<file path="src/rtl/led_pkg.sv">
// Shared definitions for the status-LED pattern controller: mode encoding,
// CODE-pattern state enum and PWM width.
package led_pkg;

  localparam logic [1:0] MODE_OFF   = 2'd0;
  localparam logic [1:0] MODE_ON    = 2'd1;
  localparam logic [1:0] MODE_BLINK = 2'd2;
  localparam logic [1:0] MODE_CODE  = 2'd3;

  localparam int LED_PWM_W = 8;

  typedef enum logic [1:0] {
    ST_ON    = 2'd0,
    ST_OFF   = 2'd1,
    ST_PAUSE = 2'd2
  } code_st_e;

  function automatic int max4(input int a, input int b, input int c, input int d);
    int m;
    m = a;
    if (b > m) m = b;
    if (c > m) m = c;
    if (d > m) m = d;
    return m;
  endfunction

endpackage

</file>
<file path="src/rtl/led_pwm_gate.sv">
// Free-running PWM counter and duty compare used to dim the status LED.
// Only instantiated when LED_DIM_EN is defined.
module led_pwm_gate
  import led_pkg::*;
(
  input  logic                 i_sys_clk,
  input  logic                 i_rst,
  input  logic [LED_PWM_W-1:0] i_duty,
  output logic                 o_gate
);

  logic [LED_PWM_W-1:0] pwm_cnt_q;
  logic [LED_PWM_W-1:0] pwm_cnt_d;

  assign pwm_cnt_d = pwm_cnt_q + LED_PWM_W'(1);
  assign o_gate    = (pwm_cnt_q < i_duty);

  always_ff @(posedge i_sys_clk or posedge i_rst) begin
    if (i_rst) pwm_cnt_q <= '0;
    else       pwm_cnt_q <= pwm_cnt_d;
  end

endmodule

</file>
<file path="src/rtl/led_pattern_ctrl.sv">
// Status-LED pattern controller: OFF / ON / BLINK / N-pulse CODE, timed in ticks.
// Optional dimming via PWM when the LED_DIM_EN macro is defined.
module led_pattern_ctrl
  import led_pkg::*;
#(
  parameter int BLINK_TICKS = 5,
  parameter int ON_TICKS    = 2,
  parameter int OFF_TICKS   = 3,
  parameter int PAUSE_TICKS = 10
) (
  input  logic                 i_sys_clk,
  input  logic                 i_rst,
  input  logic                 i_tick,
  input  logic                 i_mode_vld,
  input  logic [1:0]           i_mode,
  input  logic [3:0]           i_code,
  input  logic [LED_PWM_W-1:0] i_duty,
  output logic                 o_led,
  output logic                 o_frame_done
);

  localparam int CNT_W = $clog2(max4(BLINK_TICKS, ON_TICKS, OFF_TICKS, PAUSE_TICKS) + 1);

  localparam logic [CNT_W-1:0] TICK_ONE   = CNT_W'(1);
  localparam logic [CNT_W-1:0] BLINK_LAST = CNT_W'(BLINK_TICKS - 1);
  localparam logic [CNT_W-1:0] ON_LAST    = CNT_W'(ON_TICKS - 1);
  localparam logic [CNT_W-1:0] OFF_LAST   = CNT_W'(OFF_TICKS - 1);
  localparam logic [CNT_W-1:0] PAUSE_LAST = CNT_W'(PAUSE_TICKS - 1);

  logic [1:0]       mode_q, mode_d;
  logic [3:0]       code_q, code_d;
  code_st_e         state_q, state_d;
  logic [CNT_W-1:0] tick_cnt_q, tick_cnt_d;
  logic [3:0]       pulse_cnt_q, pulse_cnt_d;
  logic             blink_q, blink_d;
  logic             led_q, led_d;
  logic             done_q, done_d;
  logic             led_raw;
  logic             led_gate;

  always_ff @(posedge i_sys_clk or posedge i_rst) begin
    if (i_rst) begin
      mode_q      <= MODE_OFF;
      code_q      <= '0;
      state_q     <= ST_ON;
      tick_cnt_q  <= '0;
      pulse_cnt_q <= '0;
      blink_q     <= 1'b1;
      led_q       <= 1'b0;
      done_q      <= 1'b0;
    end else begin
      mode_q      <= mode_d;
      code_q      <= code_d;
      state_q     <= state_d;
      tick_cnt_q  <= tick_cnt_d;
      pulse_cnt_q <= pulse_cnt_d;
      blink_q     <= blink_d;
      led_q       <= led_d;
      done_q      <= done_d;
    end
  end

  // A mode strobe restarts the pattern and swallows any coincident tick.
  always_comb begin
    mode_d      = mode_q;
    code_d      = code_q;
    state_d     = state_q;
    tick_cnt_d  = tick_cnt_q;
    pulse_cnt_d = pulse_cnt_q;
    blink_d     = blink_q;
    done_d      = 1'b0;

    if (i_mode_vld) begin
      mode_d      = i_mode;
      code_d      = i_code;
      tick_cnt_d  = '0;
      pulse_cnt_d = '0;
      blink_d     = 1'b1;
      state_d     = (i_mode == MODE_CODE && i_code == 4'd0) ? ST_PAUSE : ST_ON;
    end else begin
      case (mode_q)
        MODE_BLINK: begin
          if (i_tick) begin
            if (tick_cnt_q == BLINK_LAST) begin
              tick_cnt_d = '0;
              blink_d    = ~blink_q;
            end else begin
              tick_cnt_d = tick_cnt_q + TICK_ONE;
            end
          end
        end
        MODE_CODE: begin
          if (i_tick) begin
            tick_cnt_d = tick_cnt_q + TICK_ONE;
            case (state_q)
              ST_ON: begin
                if (tick_cnt_q == ON_LAST) begin
                  tick_cnt_d  = '0;
                  pulse_cnt_d = pulse_cnt_q + 4'd1;
                  state_d     = (pulse_cnt_q + 4'd1 == code_q) ? ST_PAUSE : ST_OFF;
                end
              end
              ST_OFF: begin
                if (tick_cnt_q == OFF_LAST) begin
                  tick_cnt_d = '0;
                  state_d    = ST_ON;
                end
              end
              ST_PAUSE: begin
                if (tick_cnt_q == PAUSE_LAST) begin
                  tick_cnt_d  = '0;
                  pulse_cnt_d = '0;
                  done_d      = 1'b1;
                  state_d     = (code_q == 4'd0) ? ST_PAUSE : ST_ON;
                end
              end
              default: begin
                tick_cnt_d = '0;
                state_d    = ST_ON;
              end
            endcase
          end
        end
        default: begin
          tick_cnt_d  = '0;
          pulse_cnt_d = '0;
        end
      endcase
    end
  end

  // LED level derived from the next-state values so the register shows it one cycle later.
  always_comb begin
    led_raw = 1'b0;
    case (mode_d)
      MODE_OFF:   led_raw = 1'b0;
      MODE_ON:    led_raw = 1'b1;
      MODE_BLINK: led_raw = blink_d;
      MODE_CODE:  led_raw = (state_d == ST_ON);
      default:    led_raw = 1'b0;
    endcase
  end

`ifdef LED_DIM_EN
  led_pwm_gate u_pwm_gate (
    .i_sys_clk (i_sys_clk),
    .i_rst     (i_rst),
    .i_duty    (i_duty),
    .o_gate    (led_gate)
  );
`else
  logic unused_duty;
  assign unused_duty = ^i_duty;
  assign led_gate    = 1'b1;
`endif

  assign led_d        = led_raw & led_gate;
  assign o_led        = led_q;
  assign o_frame_done = done_q;

endmodule

</file>
<file path="config.mk">
export PLATFORM = sky130hd
export DESIGN_NAME = led_pattern_ctrl
export DESIGN_NICKNAME = d
export VERILOG_FILES = /design/src/rtl/led_pkg.sv /design/src/rtl/led_pwm_gate.sv /design/src/rtl/led_pattern_ctrl.sv
export SDC_FILE = /design/constraint.sdc
export NUM_CORES = 1
export LEC_CHECK = 0
export CAP_MARGIN = 30
export CORE_MARGIN = 1.5
export CORE_UTILIZATION = 40
export CTS_CLUSTER_DIAMETER = 150
export CTS_CLUSTER_SIZE = 12
export DETAILED_ROUTE_END_ITERATION = 16
export PLACE_DENSITY = 0.72
export SYNTH_ARGS = -nofsm -noshare
export SYNTH_HDL_FRONTEND = slang
export SYNTH_SLANG_ARGS = --single-unit
</file>
<file path="constraint.sdc">
create_clock -name i_sys_clk -period 4.3 [get_ports i_sys_clk]
set_clock_uncertainty 0.15 [all_clocks]
set_input_delay 1.075 -clock i_sys_clk [delete_from_list [all_inputs] [get_ports i_sys_clk]]
set_output_delay 1.075 -clock i_sys_clk [all_outputs]
set_load 0.01 [all_outputs]
</file>
**Yosys cells after proc, flatten, opt, wreduce, memory -nomap -nowiden**

Cells that the tools add are included.

- Bits in registers: 19
- Input bits: 18
- Output and inout bits: 2
- Word-level logic and storage cells: 74

- Add/subtract/negate cells: 2
- Eq/ne operators: 19
- Multiplexer cells: 36
- Bitwise gates (word level): 1
- Reductions and logical operators: 8

Operators with widths:

| kind | number |
|---|---|
| 4-bit two-way mux | 11 |
| 4-bit case mux with 2 select lines | 3 |
| 2-bit two-way mux | 10 |
| 2-bit == test, second input constant | 6 |
| 4-bit case mux with 3 select lines | 1 |
| 1-bit two-way mux | 9 |
| 4-bit by 1-bit adder with 4-bit output, second input constant | 2 |
| 4-bit logical NOT | 2 |
| 4-bit != test, second input constant | 2 |
| 2-bit logical NOT | 3 |
| 3-bit != test, second input constant | 2 |
| 2-bit case mux with 3 select lines | 1 |
| 5-bit AND reduction | 1 |
| 2-bit by 1-bit == test with 1-bit output, second input constant | 2 |
| 4-bit by 1-bit == test with 1-bit output, second input constant | 1 |
| 4-bit by 2-bit == test with 1-bit output, second input constant | 1 |
| 4-bit by 3-bit == test with 1-bit output, second input constant | 1 |
| 4-bit == test | 1 |
| 4-bit == test, second input constant | 1 |
| 4-bit by 3-bit != test with 1-bit output, second input constant | 1 |
| 1-bit case mux with 4 select lines | 1 |
| 2-bit != test, second input constant | 1 |
| 2-bit AND reduction | 1 |
| 1-bit logical AND | 1 |
| 1-bit NOT | 1 |

**Logic depth before layout (Yosys ltp)**

Gate-level depths: netlist of the first run.

- Depth in word-level cells: 10
- Mapped depth: 7

**Worst setup path after synthesis of the first run**

Ideal clock, no wire load.

- Kind: input to register
- Start: in i_code[1]
- End: reg led_q (netlist: o_led)
- Setup time: 138 ps
- Arrival time: 2108 ps
- Required time: 4012 ps
- Setup slack: 1903 ps
- Stages: 5
- Cells stage by stage: or4b_2 > nor3_1 > a311oi_1 > o41ai_2 > o311ai_2

- Cells in the longest elaborated chain, start to end: 6

Ends and longest elaborated chain:

| what | line | source |
|---|---|---|
| start, declared | led_pattern_ctrl.sv:16 | `input logic [3:0] i_code,` |
| 4-bit logical NOT | led_pattern_ctrl.sv:79 | `state_d = (i_mode == MODE_CODE && i_code == 4'd0) ? ST_PAUSE : ST_ON;` |
| 1-bit logical AND | led_pattern_ctrl.sv:79 |  |
| 2-bit two-way mux | led_pattern_ctrl.sv:79 |  |
| 2-bit two-way mux | led_pattern_ctrl.sv:73 | `if (i_mode_vld) begin` |
| net state_d[1] | led_pattern_ctrl.sv:32 | `code_st_e state_q, state_d;` |
| 2-bit logical NOT | led_pattern_ctrl.sv:139 | `MODE_CODE: led_raw = (state_d == ST_ON);` |
| 1-bit case mux with 4 select lines | led_pattern_ctrl.sv:135 | `case (mode_d)` |
| net led_d | led_pattern_ctrl.sv:36 | `logic led_q, led_d;` |
| end signal, assigned | led_pattern_ctrl.sv:58 | `led_q <= led_d;` |
| end, declared | led_pattern_ctrl.sv:36 |  |

The timed path passes the listed nets, and every way through them passes these cells.
A chain may end at the register's enable or synchronous reset.

**Worst setup path after layout of the first run**

- Start: in i_tick
- End: reg led_q (netlist: o_led)

- Cells in the longest elaborated chain, start to end: 5
- Elaborated cells on any way between the ends: 8
- Those cells by class: 7 x mux; 1 x reduce/logical

Ends and longest elaborated chain:

| what | line | source |
|---|---|---|
| start, declared | led_pattern_ctrl.sv:13 | `input logic i_tick,` |
| 2-bit two-way mux | led_pattern_ctrl.sv:93 | `if (i_tick) begin` |
| 2-bit two-way mux | led_pattern_ctrl.sv:81 | `case (mode_q)` |
| 2-bit two-way mux | led_pattern_ctrl.sv:73 |  |
| net state_d[1] | led_pattern_ctrl.sv:32 |  |
| 2-bit logical NOT | led_pattern_ctrl.sv:139 |  |
| 1-bit case mux with 4 select lines | led_pattern_ctrl.sv:135 |  |
| net led_d | led_pattern_ctrl.sv:36 |  |

The timed path passes the listed nets, and every way through them passes these cells.

==> results.py, run 1 <==
metrics = {
    "yosys": {
        "synth_edf_count": 0,
        "syn_area_sq_um": 1190,
        "synthesis.nets": 150,
        "yosys.cell_types.count": 37,
        "synth_commonest_cells": "dfrtp_1, nand2_1, a21oi_1, nand3_1, o21ai_0",
        "synth-async-reset-ratio_pct": 100,
        "syn_inst": 127,
        "synth_area_per_cell_sq_um": 9.36,
        "yosys_warnings": 0,
        "synth-main-ff-cell": "dfrtp_1",
        "synth-seq-cells": 19,
        "post-synth-top-count-cell": "dfrtp_1",
        "netlist.area_leader.share_pct": 37.9,
        "synthTopCellsByArea": "dfrtp_1, ha_1, a21oi_1",
        "seq_area_frac_synth_pct": 40.1,
        "synth_area_leader_cell": "dfrtp_1",
    },
    "finish": {
        "fillers": 258,
        "area_growth_pct": 12.6,
        "area.sequential_sq_um": 477,
        "fin_nets": 160,
        "drive_gt1_share_pct": 8.82,
        "multi_input_area_sq_um": 663,
        "n_antenna_cell": 0,
    },
    "critical_path": {
        "worstSetupStartpointType": "primary input",
        "path_max_fanout": 11,
        "cp_slowest_stage_delay_ns": 0.68,
        "regToRegSetupSlack_ns": 2.28,
        "ff2ff_path_depth": 7,
        "required_ns": 4.33,
        "cp_cell_sequence": "clkdlybuf4s50_1 > and4bb_1 > and4b_1 > nand3_1 > o41ai_2 > o311ai_2",
        "endpoint_kind": "flop",
        "crit_arrival_ns": 2.82,
        "slowest_stage": "clkdlybuf4s50_1",
        "r2r-end": "o_led",
        "worstReg2RegStart": "tick_cnt_q[1]",
        "path_class": "in2reg",
    },
    "place": {
        "port_buffers": 11,
        "gp_congestion": 0.782,
        "hpwl_mm": 1.74,
    },
    "hold_path": {
        "hold_class": "reg2reg",
        "min_to": "code_q[0]",
        "worstHoldStart": "code_q[0]",
        "hold_depth": 1,
    },
    "sta": {
        "setup_viol": 0,
        "worstMarginPinSlew_ns": 0.721,
        "finalHoldViolCount": 0,
        "slew-limit-headroom_pct": 51.9,
        "timing.final.crit_share_pct": 65.0,
        "hold_slack_ns": 0.435,
        "slew_violations": 0,
        "rsz0062_at_grt": "false",
        "max_freq_mhz": 358,
        "period_minus_slack_ns": 2.79,
        "tns_ns": 0,
    },
    "clock_network": {
        "cts_buffer_depth": 2,
        "clk_transition_reported_paths_ns": 0.11,
        "root_buffer": "clkbuf_4",
        "tritoncts": "yes",
        "cts_resized": 0,
        "post_cts_buffers": 0,
        "clock_latency_ns": 0.30,
        "cts_made_buffers": 3,
        "cts.sinks": 19,
        "cts_hold_buffers": 0,
        "h-tree-depth": 1,
    },
    "floorplanning": {
        "core_area_sq_um": 2780,
        "io-pin-count": 20,
        "start_util_pct": 42.7,
        "fp-row-count": 19,
        "design.die.area_sq_um": 3310,
        "die_h_um": 57.5,
        "die_w_um": 57.5,
    },
    "pwr": {
        "p_leak_nw": 0.537,
        "vdd_drop_max_mv": 0.219,
        "powerDensity_nw_per_um2": 262,
        "finalPower_uw": 351,
    },
    "routing": {
        "dr.pass1.iters": 5,
        "antenna_left": 0,
        "wl_per_cell_um": 14.6,
        "viasPerCell": 5.96,
        "drt_wl_total_mm": 2.44,
        "drc": 0,
        "drtIter0Drc": 16,
        "vias": 995,
    },
    "grt": {
        "grt_pass1_wl_mm": 4.10,
        "grt_max_degree": 20,
        "antenna_found_initial": 0,
        "grt_pass1_vias": 989,
        "globalRouteOverflowTotal": 0,
        "grtUsageTotal_pct": 15.5,
    },
    "run_status": {
        "status": "complete, no violations",
    },
    "job": {
        "drv_cap": 0,
    },
}
==> stage by stage <==
stage,cells,area [sq um],util [%],setup slack (ns)
floorplan,127,1190,-,1.90
global placement,163,1310,47.1,1.22
detailed placement,163,1310,47.1,1.19
CTS,167,1340,48.1,1.50
global route,167,1340,48.1,1.43
finish,167,1340,48.1,1.51
==> placed cells by master (no fill, tap or decap), types with 2 or more instances in the layout <==
master / netlist / final
xnor2_1: 4 / 4
a21oi_1: 10 / 10
and4bb_1: 2 / 2
nor2_1: 4 / 4
dfrtp_1: 18 / 18
inv_1: 6 / 6
a31oi_1: 3 / 3
clkbuf_4: 0 / 3
o21ai_0: 7 / 7
a311oi_1: 2 / 2
nand2b_1: 5 / 5
mux2_2: 4 / 4
nor3_1: 2 / 2
nand3_1: 10 / 10
nor2b_1: 4 / 4
xor2_1: 3 / 3
ha_1: 5 / 5
clkdlybuf4s50_1: 0 / 11
a21o_1: 3 / 3
nand2_1: 12 / 12
==> power breakdown <==
group	switching [mW]	internal [mW]	leakage (nW)
combinational	0.0294	0.0278	0.275
sequential	0.0126	0.188	0.245
clock	0.0590	0.0347	0.0177
total	0.101	0.250	0.537
==> worst max-delay path by stage <==
stage / endpoint / cells past startpoint / startpoint / slack (ns)
2_1_floorplan: o_led / 5 / i_code[1] / 1.90
3_3_place_gp: o_led / 6 / i_tick / 1.22
3_5_place_dp: o_led / 6 / i_tick / 1.19
4_1_cts: o_led / 6 / i_tick / 1.50
5_1_grt: o_led / 6 / i_tick / 1.43
6_report: o_led / 6 / i_tick / 1.51
==> state kept, by name, indices dropped and copies added, names as in the netlist <==
register / flops
blink_q: 1
code_q: 4
mode_q: 2
o_frame_done: 1
o_led: 1
pulse_cnt_q: 4
state_q: 2
tick_cnt_q: 4
==> area by class of cell <==
class / instances / area share (%)
multi-input cells: 96 / 49.5
well taps: 31 / 2.90
inverters: 6 / 1.68
flip-flops and latches: 19 / 35.6
clock inverters: 1 / 0.374
repair buffers: 11 / 8.22
clock buffers: 3 / 1.68
==> per-layer routing <==
metal | track usage [%] | share of wire [%] | vias up | wire length (um)
met5 | 0 | 0 | - | 0
met4 | 4.98 | 2.7 | 0 | 65
met3 | 1.36 | 3.6 | 9 | 89
met2 | 29.2 | 50 | 28 | 1220
met1 | 18.3 | 44 | 481 | 1070
li1 | - | - | 477 | -
==> worst max-delay path, delay by kind of cell <==
family | cells | cell delay [ns]
and+or+nand+nor | 3 | 0.62
buffers and inverters | 1 | 0.68
AOI/OAI and AO/OA | 2 | 0.45
==> cell families after synthesis <==
family | count (synthesis) | synth area share [%]
fa+ha+maj | 5 | 5.26
flops | 19 | 40.1
compound gates | 31 | 17.8
xor+xnor | 7 | 5.16
mux | 5 | 4.63
simple gates | 48 | 22.9
buf+inv | 12 | 4.10
Note: power is estimated with default switching activity, not from simulation.
==> run 2, diff against run 1 <==
==> constraint.sdc (replaced) <==
create_clock -name i_sys_clk -period 2.8 [get_ports i_sys_clk]
set_clock_uncertainty 0.15 [all_clocks]
set_input_delay 0.7 -clock i_sys_clk [delete_from_list [all_inputs] [get_ports i_sys_clk]]
set_output_delay 0.7 -clock i_sys_clk [all_outputs]
set_load 0.01 [all_outputs]
==> results.py, run 2 (synthesized netlist as in run 1, its figures left out) <==
metrics = {
    "critical_path": {
        "path_class": "in2reg",
        "required_ns": 2.86,
        "worstSetupStartpointType": "primary input",
        "cp_slowest_stage_delay_ns": 0.70,
        "endpoint_kind": "flop",
        "slowest_stage": "clkdlybuf4s50_1",
        "cp_common_cell": "a311oi_1",
        "crit_arrival_ns": 2.32,
        "ff2ff_path_depth": 6,
        "cp_cell_sequence": "clkdlybuf4s50_1 > nand2b_1 > a311oi_1 > a311oi_1 > o41ai_2 > o311ai_2",
        "crit_family": "compound AO/OA/AOI/OAI gates",
        "cp.depth": 6,
        "path_max_fanout": 9,
        "crit_buf_inv": 1,
    },
    "run_status": {
        "status": "complete, no violations",
    },
    "clock_network": {
        "cts_buffer_depth": 2,
        "tritoncts": "yes",
        "root_buffer": "clkbuf_4",
        "clock_latency_ns": 0.29,
        "h-tree-depth": 1,
        "cts_resized": 0,
        "post_cts_buffers": 0,
        "cts_hold_buffers": 0,
        "cts_made_buffers": 3,
        "clk_transition_reported_paths_ns": 0.11,
        "cts.sinks": 19,
    },
    "sta": {
        "hold_slack_ns": 0.427,
        "worstMarginPinSlew_ns": 0.752,
        "timing.final.crit_share_pct": 80.7,
        "finalHoldViolCount": 0,
        "setup_slack_ns": 0.540,
        "slew-limit-headroom_pct": 49.8,
        "slew_violations": 0,
        "setup_viol": 0,
        "tns_ns": 0,
        "period_minus_slack_ns": 2.26,
        "rsz0062_at_grt": "false",
        "max_freq_mhz": 443,
    },
    "pwr": {
        "finalPower_uw": 542,
        "p_leak_nw": 0.546,
        "powerDensity_nw_per_um2": 400,
        "vdd_drop_max_mv": 0.335,
    },
    "floorplanning": {
        "die_h_um": 57.5,
        "start_util_pct": 42.7,
        "core_area_sq_um": 2780,
        "io-pin-count": 20,
        "fp-row-count": 19,
        "die_w_um": 57.5,
        "design.die.area_sq_um": 3310,
    },
    "routing": {
        "drc": 0,
        "drtIter0Drc": 30,
        "viasPerCell": 5.98,
        "antenna_left": 0,
        "dr.pass1.iters": 4,
        "wl_per_cell_um": 15.5,
        "vias": 1010,
        "drt_wl_total_mm": 2.62,
    },
    "finish": {
        "fin_nets": 162,
        "fillers": 255,
        "area_growth_pct": 13.9,
        "final_cell_mix": "dfrtp_1, nand2_1, clkdlybuf4s50_1",
        "final_common_cell": "dfrtp_1",
        "post-route-util_pct": 48.7,
        "drive_gt1_share_pct": 10.1,
        "n_antenna_cell": 0,
        "reg_top3": "code_q: 4 flops, pulse_cnt_q: 4 flops, tick_cnt_q: 4 flops",
    },
    "place": {
        "port_buffers": 11,
        "gp_congestion": 0.772,
        "hpwl_mm": 1.84,
        "pre_cts_slack_ns": 0.200,
    },
    "grt": {
        "grtUsageTotal_pct": 17.4,
        "grt_pass1_vias": 1017,
        "antenna_found_initial": 0,
        "grt_max_degree": 20,
        "grt_pass1_wl_mm": 4.62,
        "globalRouteOverflowTotal": 0,
    },
    "hold_path": {
        "hold_depth": 1,
        "hold_class": "reg2reg",
    },
    "job": {
        "drv_cap": 0,
    },
}
## run 2: changes by cell type in the layout (fill, tap and decap cells not counted)
cell   previous run  this run
buf_4             0         2
## run 2: cell type report
cell class	instances	area [sq um]	share of cell area, %
clock buffer	3	22.5	1.66
clock inverter	1	5.00	0.370
inverter	6	22.5	1.66
multi-input combinational	96	663	49.0
sequential	19	477	35.2
tap	31	38.8	2.87
timing repair buffer	13	125	9.24
## run 2: power breakdown
part | total (mW) | leakage (nW) | switching, mW | internal (mW)
clock | 0.142 | 0.0177 | 0.0889 | 0.0531
sequential | 0.309 | 0.245 | 0.0203 | 0.288
combinational | 0.0912 | 0.284 | 0.0465 | 0.0447
total | 0.542 | 0.546 | 0.156 | 0.386
## run 2: stage by stage
stage | cells | cell area, sq um
floorplan | 127 | 1190
global placement | 165 | 1330
detailed placement | 165 | 1330
global route | 169 | 1350
finish | 169 | 1350
CTS | 169 | 1350
## run 2: final timing paths
kind / from / end / slack (ns)
worst max-delay path: i_mode_vld / o_led / 0.54
worst min-delay path: code_q[3] / code_q[3] / 0.43
worst max register to register: pulse_cnt_q[0] / o_led / 0.77
worst min register to register: code_q[3] / code_q[3] / 0.43
max in group asynchronous: i_rst / pulse_cnt_q[0] / 1.35
min in group asynchronous: i_rst / mode_q[0] / 0.68
## run 2: routing by layer
layer / GRT usage, % / share of wire, % / vias up
li1: - / - / 481
met1: 22.0 / 44 / 496
met2: 31.7 / 52 / 29
met3: 1.59 / 3.4 / 4
met4: 4.65 / 0.61 / 0
met5: 0 / 0 / -
